<file path="src/rtl/fetch_entry_rx.sv">
// Two-entry fetch-to-decode buffer. Stops issuing after a faulting entry has
// been handed to decode and waits for a flush before it issues again.
module fetch_entry_rx #(
  parameter int VLEN = 64,
  parameter int CF_W = 3
) (
  input  logic            clk_i,
  input  logic            rst_ni,
  input  logic            flush_i,
  input  logic            fetch_valid_i,
  input  logic [31:0]     fetch_instr_i,
  input  logic [VLEN-1:0] fetch_addr_i,
  input  logic            fetch_ex_i,
  input  logic [CF_W-1:0] fetch_cf_i,
  input  logic [VLEN-1:0] fetch_pred_addr_i,
  output logic            fetch_ready_o,
  output logic            issue_valid_o,
  output logic [31:0]     issue_instr_o,
  output logic [VLEN-1:0] issue_addr_o,
  output logic            issue_ex_o,
  output logic [CF_W-1:0] issue_cf_o,
  output logic [VLEN-1:0] issue_pred_addr_o,
  output logic            issue_compressed_o,
  input  logic            issue_ready_i,
  output logic [1:0]      occupancy_o,
  output logic            ex_hold_o,
  output logic [31:0]     issued_cnt_o
);

  typedef enum logic {RUN, HOLD} state_e;

  state_e          r_state, w_state_nxt;
  logic [31:0]     r_instr [2];
  logic [VLEN-1:0] r_addr  [2];
  logic [VLEN-1:0] r_pred  [2];
  logic            r_ex    [2];
  logic [CF_W-1:0] r_cf    [2];
  logic            r_wr_ptr, r_rd_ptr;
  logic [1:0]      r_occ;
  logic [31:0]     r_issued_cnt;
  logic            w_push, w_pop, w_empty;

  // Handshakes depend on registered occupancy only, so ready never follows issue_ready_i.
  assign w_empty       = (r_occ == 2'd0);
  assign fetch_ready_o = (r_occ != 2'd2);
  assign w_push        = fetch_valid_i & fetch_ready_o & ~flush_i;
  assign issue_valid_o = ~w_empty & (r_state == RUN) & ~flush_i;
  assign w_pop         = issue_valid_o & issue_ready_i;

  assign issue_instr_o      = w_empty ? '0 : r_instr[r_rd_ptr];
  assign issue_addr_o       = w_empty ? '0 : r_addr[r_rd_ptr];
  assign issue_ex_o         = w_empty ? 1'b0 : r_ex[r_rd_ptr];
  assign issue_cf_o         = w_empty ? '0 : r_cf[r_rd_ptr];
  assign issue_pred_addr_o  = w_empty ? '0 : r_pred[r_rd_ptr];
  assign issue_compressed_o = (issue_instr_o[1:0] != 2'b11);
  assign occupancy_o        = r_occ;
  assign ex_hold_o          = (r_state == HOLD);
  assign issued_cnt_o       = r_issued_cnt;

  always_ff @(posedge clk_i or negedge rst_ni) begin
    if (!rst_ni) r_state <= RUN;
    else         r_state <= w_state_nxt;
  end

  always_comb begin
    w_state_nxt = r_state;
    if (flush_i)                 w_state_nxt = RUN;
    else if (w_pop && issue_ex_o) w_state_nxt = HOLD;
  end

  always_ff @(posedge clk_i or negedge rst_ni) begin
    if (!rst_ni) begin
      r_occ        <= 2'd0;
      r_wr_ptr     <= 1'b0;
      r_rd_ptr     <= 1'b0;
      r_issued_cnt <= 32'd0;
    end else begin
      if (w_pop) r_issued_cnt <= r_issued_cnt + 32'd1;
      if (flush_i) begin
        r_occ    <= 2'd0;
        r_wr_ptr <= 1'b0;
        r_rd_ptr <= 1'b0;
      end else begin
        if (w_push) r_wr_ptr <= ~r_wr_ptr;
        if (w_pop)  r_rd_ptr <= ~r_rd_ptr;
        case ({w_push, w_pop})
          2'b10:   r_occ <= r_occ + 2'd1;
          2'b01:   r_occ <= r_occ - 2'd1;
          default: r_occ <= r_occ;
        endcase
      end
    end
  end

  // Payload storage carries no reset; empty slots are masked at the outputs.
  always_ff @(posedge clk_i) begin
    if (w_push) begin
      r_instr[r_wr_ptr] <= fetch_instr_i;
      r_addr[r_wr_ptr]  <= fetch_addr_i;
      r_ex[r_wr_ptr]    <= fetch_ex_i;
      r_cf[r_wr_ptr]    <= fetch_cf_i;
      r_pred[r_wr_ptr]  <= fetch_pred_addr_i;
    end
  end

endmodule

</file>
<file path="config.mk">
export PLATFORM = sky130hd
export DESIGN_NAME = fetch_entry_rx
export DESIGN_NICKNAME = d
export VERILOG_FILES = /design/src/rtl/fetch_entry_rx.sv
export SDC_FILE = /design/constraint.sdc
export NUM_CORES = 1
export LEC_CHECK = 0
export ABC_AREA = 1
export BUFFER_PORTS_ARGS = -buffer_cell sky130_fd_sc_hd__buf_2
export CAP_MARGIN = 20
export CORE_MARGIN = 2
export CORE_UTILIZATION = 45
export DETAILED_ROUTE_END_ITERATION = 8
export GPL_TIMING_DRIVEN = 0
export HOLD_SLACK_MARGIN = 0.15
export MAX_ROUTING_LAYER = met4
export PLACE_DENSITY_LB_ADDON = 0.3
export SYNTH_ARGS = -nofsm -noshare
export SYNTH_HDL_FRONTEND = slang
export SYNTH_SLANG_ARGS = --single-unit
</file>
<file path="constraint.sdc">
create_clock -name clk_i -period 9.5 [get_ports clk_i]
set_clock_uncertainty 0.05 [all_clocks]
set_input_delay 1.9 -clock clk_i [delete_from_list [all_inputs] [get_ports clk_i]]
set_output_delay 1.9 -clock clk_i [all_outputs]
set_load 0.05 [all_outputs]
</file>
## Word-level counts from Yosys, hierarchy flattened

Memory sizes are Yosys's and may differ from the RTL's.
Index checks and enable logic that the tools add are counted.

| storage, ports and cells | value |
|---|---|
| bits in registers | 37 |
| memory bits (writable) | 328 |
| input bits | 169 |
| output and inout port bits | 202 |
| word-level logic and storage cells | 48 |
| memories kept | 5 |

| cells by class | value |
|---|---|
| add/sub/neg operators | 3 |
| equality and inequality tests | 4 |
| multiplexer cells | 15 |
| bitwise gates (word level) | 10 |
| reduce and logical (&&, ||, !) cells | 6 |

Memory list:

| memory | depth | width | rd ports | clocked after Yosys merged registers in | wr ports | line | text |
|---|---|---|---|---|---|---|---|
| r_addr | 2 | 64 | 1 | 0 | 1 | 34 | `logic [VLEN-1:0] r_addr [2];` |
| r_pred | 2 | 64 | 1 | 0 | 1 | 35 | `logic [VLEN-1:0] r_pred [2];` |
| r_instr | 2 | 32 | 1 | 0 | 1 | 33 | `logic [31:0] r_instr [2];` |
| r_cf | 2 | 3 | 1 | 0 | 1 | 37 | `logic [CF_W-1:0] r_cf [2];` |
| r_ex | 2 | 1 | 1 | 0 | 1 | 36 | `logic r_ex [2];` |

Operator list:

| cell | count |
|---|---|
| $mux 64 | 2 |
| $add 32x1->32 const B | 1 |
| $mux 32 | 1 |
| $mux 1 | 9 |
| $reduce_bool 2->1 | 3 |
| $and 1x1->1 | 5 |
| $not 1->1 | 5 |
| $ne 2x2->1 const B | 2 |
| $pmux 2 s2 | 1 |
| $mux 3 | 1 |
| $reduce_bool 3->1 | 1 |
| $add 2x1->2 const B | 1 |
| $eq 2x1->1 const B | 1 |
| $eq 2x2->1 const B | 1 |
| $logic_not 2->1 | 1 |
| $mux 2 | 1 |
| $sub 2x1->2 const B | 1 |
| $logic_and 1x1->1 | 1 |

## Depth between registers and ports, before layout

Gate-level depths: netlist (run 1).

| logic depth | value |
|---|---|
| word-level depth | 8 |
| gate-level depth with buffers | 10 |
| gate-level depth less buffers | 10 |

## Worst setup path before layout (run 1)

OpenSTA, ideal clock, no wires.

| timing | value |
|---|---|
| path type | input -> register |
| start | input port fetch_valid_i |
| end | memory r_addr[0][0] (enable) |
| library setup time | 0.689 ns |
| arrival | 9.026 ns |
| data required time | 8.761 ns |
| setup slack | -0.265 ns |
| stages on the path | 4 |
| buffers on the path | 0 |
| path through | nand2_1 -> nor2_1 -> inv_1 -> nor2_1 |

| on the way | value |
|---|---|
| cells in the longest elaborated chain, start to end | 4 |

RTL lines:

| element | line | text |
|---|---|---|
| from (decl) | 10 | `input logic fetch_valid_i,` |
| $and 1x1->1 (2 in series) | 46 | `assign w_push = fetch_valid_i & fetch_ready_o & ~flush_i;` |
| $mux 1 | 97 | `if (w_push) begin` |
| $mux 1 (not written as such) | 99 | `r_addr[r_wr_ptr] <= fetch_addr_i;` |
| to (decl) | 34 |  |

Every way passes these cells.

## Final worst setup path (run 1)

| timing | value |
|---|---|
| start | input port flush_i |
| end | output port issue_valid_o |

| on the way | value |
|---|---|
| cells in the longest elaborated chain, start to end | 2 |

RTL lines:

| element | line | text |
|---|---|---|
| from (decl) | 9 | `input logic flush_i,` |
| $not 1->1 | 47 | `assign issue_valid_o = ~w_empty & (r_state == RUN) & ~flush_i;` |
| $and 1x1->1 | 47 |  |
| to (decl) | 17 | `output logic issue_valid_o,` |

Every way passes these cells.

==> metrics.txt, run 1 <==
Final period util=0.488; Yosys reg bits=365; ys flop type=edfxtp_1; pwr dens=288 mW/mm²; post-route cell area=0.0182 mm²; most common cell in the synthesized netlist=nand2_1; Switching Fraction=0.406; post-synthesis simple-gate area fraction=0.141; die width=182 µm; GRT overflow=0; antenna violations before repair=14; peak supply drop=240 µV; Cell Area, Placed=0.0169 mm²; cell area after synthesis=0.0142 mm²; first-pass GRT wire length=55.0 mm; critical path type=primary input to primary output; post-DR vias/cell=5.01; final setup vio count=0; unrepaired setup endpoints after global routing=false; Post-synth EDFFs=328; Post-DRT Antenna Nets=0; commonest cells in the netlist=nand2_1, edfxtp_1, a21oi_1, dfrtp_1, nor2_1; fmax=0.216 GHz; CTS tree=built; top post-synthesis cells by area=edfxtp_1, nand2_1, dfrtp_1; status=completed; total power draw=5.22 mW; Period minus WS final=4630 ps; worst relative slew slack=0.428; routed via count=10059; chip height=182 µm; endpoint class of the critical path=primary output; Root Driver=clkbuf_16; leakage=7.56 nW; Yosys cell types=29; Worst EP arrival=2680 ps; num rows=65; layout cell share with drive strength beyond 1=0.302; first-pass iteration count of the detailed router=5; main combinational cell family by area after synthesis=simple AND/OR/NAND/NOR gates; worst-margin pin slew=858 ps; DRC=0; DR WL/cell=18.2 µm; Clk pwr share=0.278; clk sink count=365; Synth warnings=0; H-Tree Depth=2; CTS buffer count=40; syn_nets=1310; HP Class=flop to flop; Longest Clk Path Bufs=3; max-slew violation count=0; leading area contributor after synthesis=edfxtp_1; Comb pwr share=0.350; Avg Inst Size Synth=12.5 µm²; Sequential Power Share=0.372; I/O Pins=371; post-CTS sizing=0; Core Region=0.0314 mm²; Iteration-0 DRC Markers=683; die area=0.0331 mm²; Layout area overhead=27.5%; final hold vios=0; cell internal pwr=3.10 mW; Post-CTS Setup Bufs=0; final RePlAce weighted congestion=0.856; port bufs=370; GRT Total Usage=0.223; vias in the first global route=10203; CP max FO=7; layout net count=1735; startpoint type of the worst setup path=primary input; detailed placement HPWL=26.0 mm; Clock Latency Late Sink=520 ps; async set-or-reset flop fraction in the synthesized netlist=0.101; Synth Area in Adders=0.000879; worst path required time=7550 ps; Initial Utilization=0.454; Synth top area share=0.692; final hold slack=461 ps; Seq/Total Area, Yosys=0.757; hold buffers post-CTS=0; Max-cap violations=0; final wirelength=36.6 mm; largest net degree at the start of global routing=38; Worst-path clk slew=50 ps; switching power=2.12 mW; cell count after synthesis=1140; Synth Area in XOR/XNOR=0.0129; complex-gate fraction of the synthesized area=0.0618; post-synthesis mux area share=0
## placed cells by master, fill, tap and decap left out, types with 2 or more instances in the layout
cell | Yosys | final
a21oi_1 | 166 | 166
buf_1 | 14 | 14
buf_12 | 1 | 10
buf_16 | 0 | 4
buf_2 | 21 | 391
bufinv_16 | 0 | 2
clkbuf_1 | 19 | 31
clkbuf_16 | 0 | 40
clkinv_1 | 1 | 5
clkinv_2 | 0 | 5
dfrtp_1 | 37 | 37
diode_2 | 0 | 14
edfxtp_1 | 328 | 328
inv_1 | 30 | 30
inv_2 | 4 | 4
inv_6 | 0 | 3
nand2_1 | 409 | 409
nand2_2 | 4 | 4
nand3_1 | 16 | 16
nand3_4 | 2 | 2
nand3b_1 | 3 | 3
nand4_1 | 7 | 7
nor2_1 | 34 | 32
nor2_2 | 5 | 5
nor2_4 | 2 | 4
nor2_8 | 3 | 3
o21ai_0 | 5 | 5
o21ai_1 | 2 | 2
o21bai_1 | 2 | 2
xnor2_1 | 8 | 8
xor2_1 | 13 | 13
## worst max-delay path, cell delays in order
cell and delay, ps:
buf_2 130, inv_1 170, nand2_1 80, nor2_1 130, buf_2 280
## sequential cells by signal (all words and copies together), names as in the netlist
| register | count |
|---|---|
| r_pred | 128 |
| r_ex | 2 |
| r_addr | 128 |
| r_rd_ptr | 1 |
| r_wr_ptr | 1 |
| r_instr | 64 |
| issued_cnt_o | 32 |
| occupancy_o | 2 |
| r_cf | 6 |
| ex_hold_o | 1 |
## through the flow
step           setup TNS (ps)  instances   util  worst slack [ps]
6_report                    0       2007  0.578              4870
5_1_grt                     0       2007  0.578              4810
4_1_cts                     0       1993  0.577              4860
3_5_place_dp                0       1925  0.538              4870
3_3_place_gp           -77250       1912  0.529              -270
2_1_floorplan               0       1140      -              2490
## final cells by class
type	count	area, µm²
timing repair buffer	383	2140
sequential	365	10800
buffer	55	249
antenna	14	35.0
clock inverter	15	156
multi-input combinational	685	3100
inverter	35	131
tap	402	503
fill	2612	13200
clock buffer	53	1060
## final timing paths
| path | from | endpoint | slack, ps | cells past startpoint |
|---|---|---|---|---|
| max in group asynchronous | rst_ni | issued_cnt_o[9] | 7430 | 1 |
| min in group asynchronous | rst_ni | issued_cnt_o[3] | 1440 | 1 |
| hold reg to reg | issued_cnt_o[31] | issued_cnt_o[31] | 460 | 2 |
| hold / removal | issued_cnt_o[31] | issued_cnt_o[31] | 460 | 2 |
| setup reg to reg | occupancy_o[0] | r_addr[0][8] | 6470 | 11 |
| setup / recovery | flush_i | issue_valid_o | 4870 | 5 |
## routing by layer
| metal | GRT usage | vias up | wire [µm] |
|---|---|---|---|
| met1 | 0.259 | 4793 | 13800 |
| met2 | 0.369 | 389 | 18200 |
| met5 | - | - | 0 |
| li1 | - | 4807 | - |
| met4 | 0.0794 | 0 | 1230 |
| met3 | 0.0692 | 70 | 3310 |
## kinds of logic after synthesis
family | Yosys count
DFF | 365
AOI/OAI and AO/OA | 175
buffers and inverters | 90
adders and majority gates | 1
xor gates and xnor gates | 21
and+or+nand+nor | 488
## power groups by stage
stage               Sequential, mW  Clock [mW]  Combinational, mW
floorplan                     2.03           0               1.25
global placement              2.00           0               1.79
detailed placement            1.97           0               1.84
CTS                           1.94        1.47               1.84
global route                  1.95        1.53               1.94
finish                        1.94        1.45               1.83
(Power assumes the default switching activity.)
==> run 2: changes to the inputs <==
ABC_AREA = 0   (was 1)
clock period = 4.26 ns   (was 9.5 ns; I/O delays follow)
==> metrics.txt, run 2 <==
Max-cap violations=0; worst relative slew slack=0.405; layout cell share with drive strength beyond 1=0.367; met1 GRT Util=0.229; GR peak layer=met2; max-slew violation count=0; Core Region=0.0306 mm²; largest stage delay on the critical path=720 ps; Post-synth EDFFs=328; pre-CTS setup slack=875 ps; R2R depth=7; first-pass GRT wire length=48.8 mm; top post-synthesis cells by area=edfxtp_1, mux2i_1, dfrtp_1; Post-DRT Antenna Nets=0; detailed placement HPWL=22.9 mm; die area=0.0326 mm²; port bufs=369; setup TNS=0 ps; Avg Inst Size Synth=16.5 µm²; total power draw=9.36 mW; non-filler cells, final=1720; I/O Pins=371; post-DR vias/cell=4.94; worst path required time=3360 ps; Layout area overhead=29.4%; CP Cell Sequence=nor2_1 -> clkbuf_1 -> clkbuf_1 -> nor2_1 -> buf_2; startpoint type of the worst setup path=flop; most common cell in the synthesized netlist=edfxtp_1; Worst EP arrival=2950 ps; Worst-path clk slew=60 ps; critical path type=flop to primary output; Final period util=0.904; HP Class=primary input to async pin; post-route cell area=0.0181 mm²; R2R Path End=r_pred[1][35]; GRT Total Usage=0.200; Cell Area, Placed=0.0169 mm²; clk sink count=365; fmax=0.260 GHz; status=completed; Root Driver=clkbuf_16; largest net degree at the start of global routing=38; placed insts=1637; Synth top area share=0.703; final hold vios=0; DRC=0; most common cell after layout, fill and taps aside=buf_2; CP max-delay cell=clkbuf_1; worst reg-to-reg setup slack=1810 ps; antenna violations before repair=12; cell area after synthesis=0.0140 mm²; cell count after synthesis=850; unrepaired setup endpoints after global routing=false; vias in the first global route=8838; GRT overflow=0; Yosys cell types=33; Yosys reg bits=365; Synth warnings=0; final RePlAce weighted congestion=0.795; Crit path max-delay family=buffers and inverters; H-Tree Depth=2; ys flop type=edfxtp_1; Longest Clk Path Bufs=3; first-pass iteration count of the detailed router=4; leakage=7.17 nW; die width=180 µm; syn_nets=1020; Period minus WS final=3850 ps; endpoint class of the critical path=primary output; Iteration-0 DRC Markers=421; worst-margin pin slew=893 ps; routed via count=8495; CP bufs+invs=3; leading area contributor after synthesis=edfxtp_1; Clock Latency Late Sink=520 ps; chip height=180 µm; Post-CTS Setup Bufs=0; Seq/Total Area, Yosys=0.769; reg2reg start=occupancy_o[0]; post-CTS sizing=0; top flop regs=r_addr: 128 flops, r_pred: 128 flops, r_instr: 64 flops; layout net count=1452; CP max FO=10; async set-or-reset flop fraction in the synthesized netlist=0.101; hold buffers post-CTS=0; fin worst setup slack=411 ps; num rows=64; pwr dens=516 mW/mm²; commonest cells in the netlist=edfxtp_1, nor2_1, mux2i_1, dfrtp_1, xnor2_1; most frequent cells in the layout=buf_2, edfxtp_1, nor2_1; final wirelength=31.9 mm; Initial Utilization=0.458; final setup vio count=0; CTS buffer count=39; M2 GR Usage=0.332; DR WL/cell=18.6 µm; peak supply drop=433 µV; CTS tree=built; global routing usage on met3=0.0679
==> run 2: area by class of cell <==
type	count	area, µm²
Inverter	1	3.75
Multi-Input combinational cell	445	3100
Timing Repair Buffer	391	2340
Clock inverter	24	200
Fill cell	2410	12500
Sequential cell	365	10800
Clock buffer	47	1010
Tap cell	396	495
Buffer	39	178
Antenna cell	12	30.0
==> run 2: worst register-to-register path: cells and delay by family (launching register included) <==
| kind | cells | cell delay [ps] |
|---|---|---|
| buffers and inverters | 4 | 750 |
| DFF | 1 | 420 |
| and+or+nand+nor | 3 | 920 |
==> run 2: metal layers <==
metal  share of wire  routed length [µm]  vias to the layer above
met5               0                   0                        -
met4           0.020                 654                        0
met3           0.090                2890                       57
met2            0.50               16000                      298
met1            0.39               12400                     4100
li1                -                   -                     4040
==> run 2: where the power goes <==
part	leakage, nW	switching, mW	total, mW	internal [mW]
Sequential	3.52	0.0610	4.15	4.09
Combinational	3.05	1.51	2.02	0.505
Clock	0.598	1.33	3.20	1.87
Total	7.17	2.90	9.36	6.46
==> run 2: how the worst max path moves through the flow <==
stage / startpoint / depth (start not counted) / slack, ps / endpoint
after floorplan: flush_i / 2 / -1370 / r_addr[1][0]
after global placement: fetch_valid_i / 3 / -3810 / r_addr[1][11]
after detailed placement: occupancy_o[0] / 5 / 880 / issue_instr_o[11]
after CTS: occupancy_o[0] / 5 / 220 / issue_instr_o[11]
after global routing: occupancy_o[0] / 5 / 150 / issue_instr_o[8]
final: occupancy_o[0] / 5 / 410 / issue_instr_o[11]
==> run 2: cells by family (layout without fill, tap and decap cells) <==
kind of cell / Yosys count / count (layout) / synth area share
adders and majority gates: 1 / 1 / 0.000893
other: 0 / 12 / 0
and+or+nand+nor: 242 / 242 / 0.0773
AOI/OAI and AO/OA: 4 / 4 / 0.00196
muxes: 164 / 164 / 0.117
buffers and inverters: 40 / 502 / 0.0125
xor gates and xnor gates: 34 / 34 / 0.0212
DFF: 365 / 365 / 0.769
==> run 2: per-stage QoR <==
step | hold slack [ps] | util
floorplan | 506 | -
global placement | 408 | 0.536
detailed placement | 412 | 0.552
CTS | 397 | 0.592
global route | 439 | 0.593
finish | 383 | 0.593
==> run 3: changes to the inputs <==
CORE_MARGIN = 3   (was 2)
CTS_BUF_LIST = sky130_fd_sc_hd__clkbuf_16   (was default)
==> metrics.txt, run 3 (same netlist as run 2, synthesis figures left out) <==
met2 WL=15.6 mm; Core Region=0.0302 mm²; M1 WL=12.1 mm; WL met3=3.15 mm; hold buffers post-CTS=0; first-pass GRT wire length=48.2 mm; total power draw=9.43 mW; worst-margin pin slew=970 ps; HP Class=primary input to async pin; final setup vio count=0; antenna violations before repair=8; top sig layer=met4; startpoint type of the worst setup path=flop; final wirelength=31.6 mm; switching power=2.87 mW; post-DR vias/cell=4.95; GRT Total Usage=0.191; post-CTS sizing=0; die width=182 µm; vias in the first global route=8918; most frequent cells in the layout=buf_2, edfxtp_1, nor2_1; Post-DRT Antenna Nets=0; DRC=0; Sequential Power Share=0.440; final hold vios=0; clk sink count=365; Max-cap violations=0; layout cell share with drive strength beyond 1=0.363; DR WL/cell=18.5 µm; Post-CTS Setup Bufs=0; Root Driver=clkbuf_16; peak supply drop=389 µV; Comb pwr share=0.213; Longest Clk Path Bufs=3; R2R depth=7; first-pass iteration count of the detailed router=5; chip height=182 µm; unrepaired setup endpoints after global routing=false; critical path type=flop to primary output; CP max FO=10; largest net degree at the start of global routing=38; Worst-path clk slew=60 ps; CP Cell Sequence=nor2_1 -> clkbuf_1 -> clkbuf_1 -> nor2_1 -> buf_2; GRT overflow=0; CP max-delay cell=clkbuf_1; port bufs=369; Clk pwr share=0.348; reg2reg start=occupancy_o[0]; Switching Fraction=0.305; CTS tree=built; die area=0.0333 mm²; worst relative slew slack=0.351; Final period util=0.904; largest stage delay on the critical path=730 ps; endpoint class of the critical path=primary output; fmax=0.260 GHz; post-route cell area=0.0181 mm²; Layout area overhead=29.3%; Clock Latency Late Sink=510 ps; status=completed; pwr dens=520 mW/mm²; Iteration-0 DRC Markers=357; cell internal pwr=6.55 mW; Initial Utilization=0.464; Cell Area, Placed=0.0168 mm²; I/O Pins=371; most common cell after layout, fill and taps aside=buf_2; leakage=7.21 nW; detailed placement HPWL=22.9 mm; max-slew violation count=0; num rows=63; Period minus WS final=3850 ps; worst path required time=3360 ps; CTS buffer count=39; R2R Path End=r_addr[0][27]; H-Tree Depth=2; final RePlAce weighted congestion=0.790; layout net count=1451; routed via count=8462; Worst EP arrival=2950 ps; top flop regs=r_addr: 128 flops, r_pred: 128 flops, r_instr: 64 flops; worst reg-to-reg setup slack=1590 ps
==> run 3: cell type report <==
type                            count  area [µm²]
Multi-Input combinational cell    445        3100
Clock inverter                     31         274
Sequential cell                   365       10800
Clock buffer                       39         976
Fill cell                        2363       12100
Buffer                             39         178
Inverter                            1        3.75
Tap cell                          390         488
Antenna cell                        8        20.0
Timing Repair Buffer              390        2300
==> run 3: layer usage <==
metal	up-vias	GRT usage
li1	4020	-
met1	4043	0.221
met2	345	0.315
met3	54	0.0658
met4	0	0.0579
met5	-	-
==> run 3: how the worst max path moves through the flow <==
stage	startpoint	endpoint	slack, ps	cells after the start
floorplan	flush_i	r_addr[1][0]	-1370	2
global placement	fetch_valid_i	r_addr[1][10]	-3820	3
detailed placement	occupancy_o[0]	issue_addr_o[32]	870	5
CTS	occupancy_o[0]	issue_addr_o[32]	280	5
global route	occupancy_o[0]	issue_addr_o[32]	200	5
finish	occupancy_o[0]	issue_addr_o[32]	410	5
==> run 3: critical path, delay by kind of cell (launching register included) <==
kind | cells | cell delay, ps
and+or+nand+nor | 2 | 520
buffers and inverters | 3 | 1460
DFF | 1 | 450
==> run 3: metrics by stage <==
step	hold slack (ps)	utilization	setup TNS [ps]	std cells	setup WS [ps]
3_5_place_dp	423	0.558	0	1630	868
4_1_cts	392	0.599	0	1700	283
5_1_grt	446	0.600	0	1708	200
3_3_place_gp	408	0.543	-1189250	1609	-3820
6_report	396	0.600	0	1708	408
2_1_floorplan	506	-	-410310	850	-1370
==> run 3: power by group through the flow <==
stage                     sequential (mW)  combinational (mW)  clock (mW)
after floorplan                      4.29                1.36           0
after global placement               4.24                1.96           0
after detailed placement             4.22                2.03           0
after CTS                            4.14                2.04        3.37
after global routing                 4.16                2.13        3.50
final                                4.14                2.01        3.28
